--- config.mk ---
export PLATFORM = sky130hd
export DESIGN_NAME = debounced_input
export DESIGN_NICKNAME = d
export VERILOG_FILES = /design/src/rtl/debounced_input_synchronizer.sv /design/src/rtl/debounced_input.sv
export SDC_FILE = /design/constraint.sdc
export NUM_CORES = 1
export LEC_CHECK = 0
export CORE_AREA = 2 2 39 41
export CTS_BUF_LIST = sky130_fd_sc_hd__clkbuf_8
export DETAILED_ROUTE_END_ITERATION = 6
export DIE_AREA = 0 0 41 43
export PLACE_DENSITY = 0.66
export SYNTH_ARGS = -nofsm -noshare
export SYNTH_HDL_FRONTEND = slang
export SYNTH_SLANG_ARGS = --single-unit
--- constraint.sdc ---
create_clock -name clk -period 2.3 [get_ports clk]
set_clock_uncertainty 0.1 [all_clocks]
set_input_delay 0.46 -clock clk [delete_from_list [all_inputs] [get_ports clk]]
set_output_delay 0.46 -clock clk [all_outputs]
set_load 0.03 [all_outputs]
--- src/rtl/debounced_input_synchronizer.sv ---
// ----------------------------------------------------------------------------
// synchronizer
// Multi-flop synchronizer that brings an asynchronous level into the clk
// domain. The flops reset to RESET_VALUE so that, coming out of reset, the
// chain already holds the pin's expected idle level. This block can be reused
// for other asynchronous inputs.
// ----------------------------------------------------------------------------
module synchronizer #(
    parameter int   STAGES      = 2,
    parameter logic RESET_VALUE = 1'b1
) (
    input  logic clk,
    input  logic rst_n,
    input  logic in,
    output logic out
);

    logic [STAGES-1:0] chain_r;

    // Shift the raw level through the flop chain; the synchronous reset loads the idle level
    always_ff @(posedge clk) begin
        if (!rst_n) begin
            chain_r <= {STAGES{RESET_VALUE}};
        end else begin
            chain_r <= {chain_r[STAGES-2:0], in};
        end
    end

    assign out = chain_r[STAGES-1];

endmodule

--- src/rtl/debounced_input.sv ---
// ----------------------------------------------------------------------------
// debounced_input
// Synchronizes a pulled-up pad input. A new level is accepted only after the
// synchronized level has differed from the current debounced level for
// DEBOUNCE_CYCLES consecutive cycles. Every accepted transition produces a
// one-cycle rising or falling strobe.
//
// Optional feature: define DEBOUNCED_INPUT_LONGPRESS_EN to build the
// long-press detector. It emits one long_press strobe after the debounced
// level has stayed at ACTIVE_LEVEL for LONGPRESS_CYCLES cycles. When the macro
// is not defined, long_press is tied to 0 and no long-press logic is built.
// ----------------------------------------------------------------------------
module debounced_input #(
    parameter int          SYNC_STAGES      = 2,
    parameter int          DEBOUNCE_CYCLES  = 1000,
    parameter logic        RESET_VALUE      = 1'b1,
    parameter logic        ACTIVE_LEVEL     = 1'b0,
    parameter logic [23:0] LONGPRESS_CYCLES = 24'd12000000
) (
    input  logic clk,
    input  logic rst_n,
    input  logic pin,
    output logic value,
    output logic rising,
    output logic falling,
    output logic long_press
);

    // The counter never has to represent DEBOUNCE_CYCLES itself: acceptance
    // happens at DEBOUNCE_CYCLES-1, so $clog2 bits are enough (at least one).
    localparam int CNT_W = (DEBOUNCE_CYCLES > 2) ? $clog2(DEBOUNCE_CYCLES) : 1;
    localparam logic [CNT_W-1:0] CNT_LAST = CNT_W'(DEBOUNCE_CYCLES - 1);

    logic             s_s;
    logic [CNT_W-1:0] cnt_r;
    logic             value_r;
    logic             rising_r;
    logic             falling_r;

    synchronizer #(
        .STAGES      (SYNC_STAGES),
        .RESET_VALUE (RESET_VALUE)
    ) u_sync (
        .clk   (clk),
        .rst_n (rst_n),
        .in    (pin),
        .out   (s_s)
    );

    // Qualify the synchronized level: accept it only after an unbroken run of differing cycles
    always_ff @(posedge clk) begin
        if (!rst_n) begin
            value_r   <= RESET_VALUE;
            cnt_r     <= {CNT_W{1'b0}};
            rising_r  <= 1'b0;
            falling_r <= 1'b0;
        end else if (s_s != value_r) begin
            if (cnt_r == CNT_LAST) begin
                value_r   <= s_s;
                cnt_r     <= {CNT_W{1'b0}};
                rising_r  <= s_s;
                falling_r <= ~s_s;
            end else begin
                cnt_r     <= cnt_r + CNT_W'(1);
                rising_r  <= 1'b0;
                falling_r <= 1'b0;
            end
        end else begin
            // Level has returned to the accepted value, so the glitch is discarded
            cnt_r     <= {CNT_W{1'b0}};
            rising_r  <= 1'b0;
            falling_r <= 1'b0;
        end
    end

    assign value   = value_r;
    assign rising  = rising_r;
    assign falling = falling_r;

`ifdef DEBOUNCED_INPUT_LONGPRESS_EN
    localparam int LP_W = $clog2(32'(LONGPRESS_CYCLES) + 32'd1);
    localparam logic [LP_W-1:0] LP_LAST = LP_W'(32'(LONGPRESS_CYCLES) - 32'd1);

    logic [LP_W-1:0] lp_cnt_r;
    logic            armed_r;
    logic            long_press_r;

    // Time the active level; fire once per press, then saturate until released
    always_ff @(posedge clk) begin
        if (!rst_n) begin
            lp_cnt_r     <= {LP_W{1'b0}};
            armed_r      <= 1'b0;
            long_press_r <= 1'b0;
        end else if (value_r != ACTIVE_LEVEL) begin
            lp_cnt_r     <= {LP_W{1'b0}};
            armed_r      <= 1'b1;
            long_press_r <= 1'b0;
        end else if (armed_r) begin
            if (lp_cnt_r == LP_LAST) begin
                lp_cnt_r     <= lp_cnt_r + LP_W'(1);
                armed_r      <= 1'b0;
                long_press_r <= 1'b1;
            end else begin
                lp_cnt_r     <= lp_cnt_r + LP_W'(1);
                armed_r      <= 1'b1;
                long_press_r <= 1'b0;
            end
        end else begin
            // Already fired for this press: hold the count and stay quiet
            lp_cnt_r     <= lp_cnt_r;
            armed_r      <= 1'b0;
            long_press_r <= 1'b0;
        end
    end

    assign long_press = long_press_r;
`else
    assign long_press = 1'b0;
`endif

endmodule

==> reports/results.tsv, run 1 <==
metric	value	unit
status	completed	
drive_gt1_frac	0.111	
min_from	u_sync.chain_r[0]$_SDFF_PN1_	
pwr-share-comb	0.023	
maxCapViolCount	0	
pwr-share-clk	0.430	
grt_max_degree	11	
holdPathEnd	u_sync.chain_r[1]$_SDFF_PN1_	
cts_resized	0	
crit_fanout	4	
cts_sinks	15	
crit_family	buffers and inverters	
fin_setup_tns	0	ps
initial_core_util	0.453	
clockRootBuffer	clkbuf_8	
drv_slew	0	
drtPass1Iterations	4	
dieArea	0.00176	mm²
grt_pass1_vias	433	
routedWlPerCell	12.4	µm
final_hold_viol_count	0	
pwr_density_cell	652	mW/mm²
finalWeightedCongestion	0.667	
num_rows	14	
vias_per_cell	5.53	
clock_path_buffers	2	
finish.utilization	0.533	
power_switching	0.0941	mW
tightestPinTransition	748	ps
port_buffers	5	
grt_pass1_wl	1810	µm
ff_latch_area	300	µm²
die_w	41	µm
hold_ws	327	ps
synth_seq_cells	15	
clock.fmax	0.537	GHz
dp_cells	84	
worstPathCellList	clkdlybuf4s50_1	
stdcell_area	738	µm²
netSwitchingFraction	0.196	
grt-ovfl-total	0	
worst_slack	437	ps
ff2ff_path_depth	5	
grt_use_total	0.155	
pin_count	7	
p_total	0.481	mW
syn2layout_area_growth	17.8	%
worstReg2RegEnd	cnt_r[3]$_SDFF_PP0_	
core_area	0.00138	mm²
drt_iter0_drc	4	
rsz0062_at_grt	no	
drcViolationCount	0	
antenna_found_initial	0	
r2r-start	cnt_r[0]$_SDFF_PP0_	
seqPwrFrac	0.547	
path_clk_slew	60	ps
nFillCells	133	
synthesis.area	627	µm²
critPathRequiredTime	1740	ps
hold_path_class	reg -> reg	
synth_cells	64	
final_common_cell	dfxtp_1	
worstSkewPairLatency	240	ps
num-nets-final	77	
postCtsSetupBuffers	0	
layout_common_cells	15 x dfxtp_1, 5 x clkdlybuf4s50_1	
fin_cells	88	
arrival	1300	ps
min_period	1860	ps
whs_path_depth	1	
power.internal	0.387	mW
dr_total_vias	487	
cp-end-kind	output pin	
synth_cell_types	27	
dp_hpwl	804	µm
power.leakage	0.229	nW
regToRegSetupSlack	630	ps
synth_nets	68	
n_antenna_cell	0	
yosysWarningCount	0	
ant_nets	0	
multi_input_area	314	µm²
die_y	43	µm
postCtsHoldBufs	0	
setup_viol	0	
slowest_stage	clkdlybuf4s50_1	
seq_area_frac_synth	0.479	
startpoint_type	flop	
cts_buffers	3	
worstSetupPathType	reg -> out	
synth_area_per_cell	9.79	µm²
placed_cell_area	692	µm²
cts_tree	done	
cp_num_buf_inv	1	
layout_worst_path_cycle_share	0.810	
peakVddDrop	0.000356	V
place_ws	477	ps
ctsHtreeMaxLevel	1	
maxSlewHeadroom	0.498	
wl	1090	µm
slowest_delay	690	ps
startpoint	value$_SDFFE_PN1P_	
==> flip-flops by register name, indices dropped and copies added (netlist names) <==
register,cells
cnt_r,10
falling,1
rising,1
u_sync.chain_r,2
value,1
==> layout make-up <==
| type | instances | share of cell area |
|---|---|---|
| repair buffers | 6 | 0.0780 |
| well taps | 16 | 0.0271 |
| multi-input cells | 47 | 0.425 |
| clock buffers | 3 | 0.0559 |
| clock inverters | 1 | 0.00678 |
| flip-flops and latches | 15 | 0.407 |
==> metal layers <==
| layer | global-route usage | wire (µm) | vias up | share of wire |
|---|---|---|---|---|
| li1 | - | - | 250 | - |
| met1 | 0.199 | 490 | 228 | 0.45 |
| met2 | 0.225 | 555 | 7 | 0.51 |
| met3 | 0.0314 | 33 | 2 | 0.030 |
| met4 | 0.100 | 8 | 0 | 0.0074 |
| met5 | 0 | 0 | - | 0 |
==> cell families after synthesis <==
kind of cell / Yosys count / share of synthesized area
AO/OA/AOI/OAI: 11 / 0.120
XOR/XNOR: 3 / 0.0419
adder cells (fa/ha/maj): 1 / 0.0200
buffers and inverters: 2 / 0.0200
flip-flops: 15 / 0.479
multiplexers: 1 / 0.0160
other: 1 / 0.00598
AND/OR/NAND/NOR: 30 / 0.297
==> synth_stat cells (all sizes together) <==
library cell,instances,area share
a211oi,5,0.068
and3,2,0.020
buf,2,0.020
conb,1,0.0060
dfxtp,15,0.48
ha,1,0.020
mux2i,1,0.016
nand2,2,0.012
nand2b,3,0.030
nand3,4,0.040
nand4,2,0.020
nor2b,4,0.040
nor3,5,0.048
nor3b,1,0.012
nor4,1,0.010
o21ai,5,0.040
o31ai,1,0.012
or3,4,0.040
or3b,1,0.014
or4,1,0.012
xnor2,1,0.014
xor2,2,0.028
==> power groups by stage <==
stage | combinational [mW] | clock [mW] | sequential, mW
4_1_cts | 0.0114 | 0.216 | 0.263
3_5_place_dp | 0.0113 | 0 | 0.269
5_1_grt | 0.0123 | 0.227 | 0.263
6_report | 0.0112 | 0.207 | 0.263
2_1_floorplan | 0.00746 | 0 | 0.269
3_3_place_gp | 0.0111 | 0 | 0.269
==> worst max path at each step <==
stage / to / cells after the start
6_report: value / 1
5_1_grt: value / 1
4_1_cts: value / 1
3_5_place_dp: cnt_r[5]$_SDFF_PP0_ / 3
3_3_place_gp: cnt_r[6]$_SDFF_PP0_ / 3
2_1_floorplan: cnt_r[2]$_SDFF_PP0_ / 5
Note: power is estimated with default switching activity, not from simulation.
==> run 2, diff against run 1 <==
- clock period: 2.3 -> 1.9 ns (I/O delays scaled with it)
==> run 2 against run 1 <==
- power is 20% higher
- utilization rose by 0.45 points
- final area increased by 0.85%
- routed wire length shrank 0.37%
- clock-buffer cell count is the same
- setup slack got worse by 300 ps
- worst hold slack got worse by 15 ps
- via count shrank 3.1%
- sequential power increased by 21%
- critical endpoint unchanged
- die area stayed put
- first-iteration DRC count increased to 4.5 times the previous value
- highest routed layer unchanged
- global-route usage rose by 1.1 points
==> reports/results.tsv, run 2 (same netlist as run 1, synthesis figures left out) <==
metric	value	unit	change
grt_pass1_wl	1990	µm	+10%
core_area	0.00138	mm²	unchanged
stdcell_area	744	µm²	+0.85%
grt_pass1_vias	487		+12%
drtPass1Iterations	4		unchanged
ant_nets	0		unchanged
nFillCells	132		-0.75%
fin_setup_tns	0	ps	unchanged
final_hold_viol_count	0		unchanged
power.internal	0.468	mW	+21%
worstSkewPairLatency	240	ps	about the same
drive_gt1_frac	0.110		-0.00152
final_common_cell	dfxtp_1		
min_period	1760	ps	
pwr-share-comb	0.027		+0.004
drv_slew	0		unchanged
die_y	43	µm	unchanged
netSwitchingFraction	0.193		-0.00270
critPathRequiredTime	1420	ps	-320 ps
antenna_found_initial	0		unchanged
rsz0062_at_grt	no		
startpoint_type	flop		
hold_path_class	reg -> reg		
clock_path_buffers	2		unchanged
cp-end-kind	output pin		
crit_family	buffers and inverters		
power_switching	0.112	mW	+19%
layout_common_cells	15 x dfxtp_1, 5 x clkdlybuf4s50_1		
path_clk_slew	50	ps	about the same
peakVddDrop	0.000559	V	+57%
worstPathCellList	clkdlybuf4s50_1		
maxCapViolCount	0		unchanged
status	completed		
clockRootBuffer	clkbuf_8		
biggestRegsByFlops	cnt_r (10), u_sync.chain_r (2)		
slowest_stage	clkdlybuf4s50_1		
maxSlewHeadroom	0.492		-0.00622
finalWeightedCongestion	0.710		+6.5%
num-nets-final	78		+1.3%
syn2layout_area_growth	18.8	%	
grt_use_total	0.166		+0.0106
finish.utilization	0.538		+0.00452
drt_iter0_drc	18		+14
placed_cell_area	699	µm²	+1.1%
ctsHtreeMaxLevel	1		unchanged
n_antenna_cell	0		unchanged
arrival	1280	ps	-20 ps
wl	1080	µm	-0.37%
num_rows	14		unchanged
power.leakage	0.235	nW	+2.7%
cts_resized	0		unchanged
grt_max_degree	11		unchanged
port_buffers	5		unchanged
clock.fmax	0.568	GHz	
p_total	0.580	mW	+20%
cts_tree	done		
worstSetupPathType	reg -> out		
pin_count	7		unchanged
dieArea	0.00176	mm²	unchanged
cts_buffers	3		unchanged
seqPwrFrac	0.550		+0.003
drcViolationCount	0		unchanged
pwr-share-clk	0.424		-0.006
slowest_delay	680	ps	about the same
dp_hpwl	779	µm	-3.1%
die_w	41	µm	unchanged
cts_sinks	15		unchanged
dr_total_vias	472		-3.1%
vias_per_cell	5.30		-4.2%
postCtsSetupBuffers	0		unchanged
initial_core_util	0.453		unchanged
routedWlPerCell	12.2	µm	-1.5%
tightestPinTransition	757	ps	+9.26 ps
layout_worst_path_cycle_share	0.926		
largest_reg_flops	10		unchanged
crit_fanout	4		unchanged
grt-ovfl-total	0		unchanged
postCtsHoldBufs	0		unchanged
pwr_density_cell	779	mW/mm²	+19%
cp_num_buf_inv	1		unchanged
regMostFlops	cnt_r		
setup_viol	0		unchanged
==> run 2: cell types whose count changed in the layout (fill, tap and decap cells not counted), sizes merged <==
| cell | previous run | this run |
|---|---|---|
| clkinv | 1 | 0 |
| inv | 0 | 1 |
| buf | 1 | 2 |
==> run 2: layout make-up <==
| type | count | area [µm²] | share of cell area |
|---|---|---|---|
| multi-input combinational | 47 | 314 | 0.422 |
| sequential | 15 | 300 | 0.403 |
| clock inverter | 1 | 3.75 | 0.00504 |
| timing repair buffer | 7 | 65.1 | 0.0874 |
| tap | 16 | 20.0 | 0.0269 |
| clock buffer | 3 | 41.3 | 0.0555 |
==> run 2: per-stage QoR <==
stage | setup WS, ps | hold WS (ps) | std cells
after detailed placement | 257 | 299 | 85
final | 140 | 312 | 89
after floorplan | 416 | 286 | 64
after CTS | 127 | 316 | 89
after global placement | 248 | 289 | 85
after global routing | 83.2 | 331 | 89
==> run 2: path summary, 6_finish.rpt <==
| kind | start | to | slack [ps] | cells after the start |
|---|---|---|---|---|
| min | u_sync.chain_r[0]$_SDFF_PN1_ | u_sync.chain_r[1]$_SDFF_PN1_ | 310 | 1 |
| max | value$_SDFFE_PN1P_ | value | 140 | 1 |
| max reg2reg | cnt_r[0]$_SDFF_PP0_ | cnt_r[8]$_SDFF_PP0_ | 290 | 4 |
| min reg2reg | u_sync.chain_r[0]$_SDFF_PN1_ | u_sync.chain_r[1]$_SDFF_PN1_ | 310 | 1 |
==> run 2: power groups by stage <==
stage          sequential (mW)  clock (mW)  combinational (mW)
6_report                 0.319       0.246              0.0154
5_1_grt                  0.319       0.269              0.0167
4_1_cts                  0.319       0.256              0.0157
3_5_place_dp             0.325           0              0.0156
3_3_place_gp             0.325           0              0.0152
2_1_floorplan            0.325           0             0.00903
==> run 2: metal layers <==
metal	part of all wire	vias up	wire length [µm]	track usage
li1	-	251	-	-
met5	0	-	0	0
met4	0.0074	0	8	0.100
met3	0.017	2	18	0.0471
met1	0.50	216	538	0.216
met2	0.48	3	519	0.231
==> run 3, diff against run 2 <==
- CELL_PAD_IN_SITES_DETAIL_PLACEMENT: unset -> 1
- CELL_PAD_IN_SITES_GLOBAL_PLACEMENT: unset -> 2
- CORE_AREA: 2 2 39 41 -> unset
- CORE_MARGIN: unset -> 2
- CORE_UTILIZATION: unset -> 35
- DIE_AREA: 0 0 41 43 -> unset
- PLACE_DENSITY: 0.66 -> 0.75
==> run 3 against run 2 <==
- utilization fell by 10 points
- fmax fell by 1.1%
- via count rose by 6.1%
- worst hold slack improved by 9.1 ps
- non-clock buffer count fell by 1
- setup slack got worse by 20 ps
- clock-buffer cell count did not move
- critical path type unchanged
- critical endpoint unchanged
- largest power group unchanged
==> reports/results.tsv, run 3 (same netlist as run 1, synthesis figures left out) <==
metric	value	unit	change
status	completed		
worstSetupPathType	reg -> out		
grt_max_degree	11		unchanged
ant_nets	0		unchanged
startpoint_type	flop		
grt_use_total	0.150		-0.0158
grt_pass1_vias	454		-6.8%
fin_setup_tns	0	ps	unchanged
n_antenna_cell	0		unchanged
final_hold_viol_count	0		unchanged
drive_gt1_frac	0.0972		-0.0124
met1_length	611	µm	+14%
wl	1260	µm	+16%
tightestPinTransition	743	ps	-14.1 ps
power.leakage	0.230	nW	-2.0%
crit_fanout	4		unchanged
regMostFlops	cnt_r		
dieArea	0.00215	mm²	+22%
initial_core_util	0.367		-0.0860
peakVddDrop	0.000397	V	-29%
finalWeightedCongestion	0.707		-0.53%
cp-end-kind	output pin		
slowest_delay	690	ps	about the same
slowest_stage	clkdlybuf4s50_1		
layout_common_cells	15 x dfxtp_1, 5 x clkdlybuf4s50_1		
postCtsHoldBufs	0		unchanged
drv_slew	0		unchanged
maxSlewHeadroom	0.501		+0.00949
clock.fmax	0.562	GHz	-1.1%
antenna_found_initial	0		unchanged
arrival	1300	ps	+20 ps
ctsHtreeMaxLevel	1		unchanged
postCtsSetupBuffers	0		unchanged
ff_latch_area	300	µm²	unchanged
critPathRequiredTime	1420	ps	about the same
pin_count	7		unchanged
cp_num_buf_inv	1		unchanged
worstSkewPairLatency	250	ps	about the same
drcViolationCount	0		unchanged
worstPathCellList	clkdlybuf4s50_1		
grt_pass1_wl	2110	µm	+6.2%
port_buffers	5		unchanged
min_period	1780	ps	+19.6 ps
clockRootBuffer	clkbuf_8		
drt_iter0_drc	4		-14
core_area	0.00171	mm²	+23%
wl_met3	31	µm	+72%
layout_worst_path_cycle_share	0.937		+0.0103
die_w	46.3	µm	+13%
dr_total_vias	501		+6.1%
top_layer	met4		
min_from	u_sync.chain_r[0]$_SDFF_PN1_		
pwr_density_cell	782	mW/mm²	+0.40%
dp_hpwl	905	µm	+16%
clock_path_buffers	2		unchanged
dp_cells	93		+9.4%
hold_ws	321	ps	+9.14 ps
rsz0062_at_grt	no		
wl_met2	564	µm	+8.7%
multi_input_area	314	µm²	unchanged
startpoint	value$_SDFFE_PN1P_		
maxCapViolCount	0		unchanged
routedWlPerCell	13.0	µm	+6.5%
r2r-start	cnt_r[0]$_SDFF_PP0_		
grt-ovfl-total	0		unchanged
num-nets-final	77		-1.3%
biggestRegsByFlops	cnt_r (10), u_sync.chain_r (2)		
largest_reg_flops	10		unchanged
num_rows	15		+1
syn2layout_area_growth	19.4	%	
setup_viol	0		unchanged
crit_family	buffers and inverters		
die_y	46.3	µm	+7.7%
cts_buffers	3		unchanged
hold_path_class	reg -> reg		
cts_resized	0		unchanged
final_common_cell	dfxtp_1		
nFillCells	186		+41%
path_clk_slew	60	ps	about the same
cts_tree	done		
cts_sinks	15		unchanged
vias_per_cell	5.16		-2.6%
fin_cells	97		+9.0%
drtPass1Iterations	4		unchanged
==> run 3: cell count changes in the layout (fill, tap and decap cells not counted), sizes merged <==
cell,previous run,this run
buf,2,1
==> run 3: area by class of cell <==
type / count / area share
Clock buffer: 3 / 0.0552
Timing Repair Buffer: 6 / 0.0769
Clock inverter: 1 / 0.00502
Sequential cell: 15 / 0.401
Tap cell: 25 / 0.0418
Multi-Input combinational cell: 47 / 0.420
==> run 3: per-stage QoR <==
step           total power [mW]  cell area [µm²]  worst slack [ps]   util
6_report                  0.585              748               120  0.438
5_1_grt                   0.611              748              66.4  0.438
4_1_cts                   0.597              748              99.1  0.438
3_5_place_dp              0.339              703               112  0.412
3_3_place_gp              0.339              703               176  0.412
2_1_floorplan             0.334              627               416      -
==> run 3: final timing paths <==
path                                  end  slack, ps  cells past startpoint
min          u_sync.chain_r[1]$_SDFF_PN1_        320                      1
min reg2reg  u_sync.chain_r[1]$_SDFF_PN1_        320                      1
max reg2reg           cnt_r[1]$_SDFF_PP0_        260                      5
max                                 value        120                      1
==> run 3: report_power, final <==
part / switching [mW] / internal (mW) / leakage, nW
registers: 0.00142 / 0.317 / 0.121
clock network: 0.109 / 0.143 / 0.0269
logic: 0.00737 / 0.00646 / 0.0819
==> run 3: metal layers <==
layer,track usage,vias up
li1,-,249
met2,0.194,8
met1,0.199,239
met4,0.137,0
met3,0.0353,5
met5,0,-
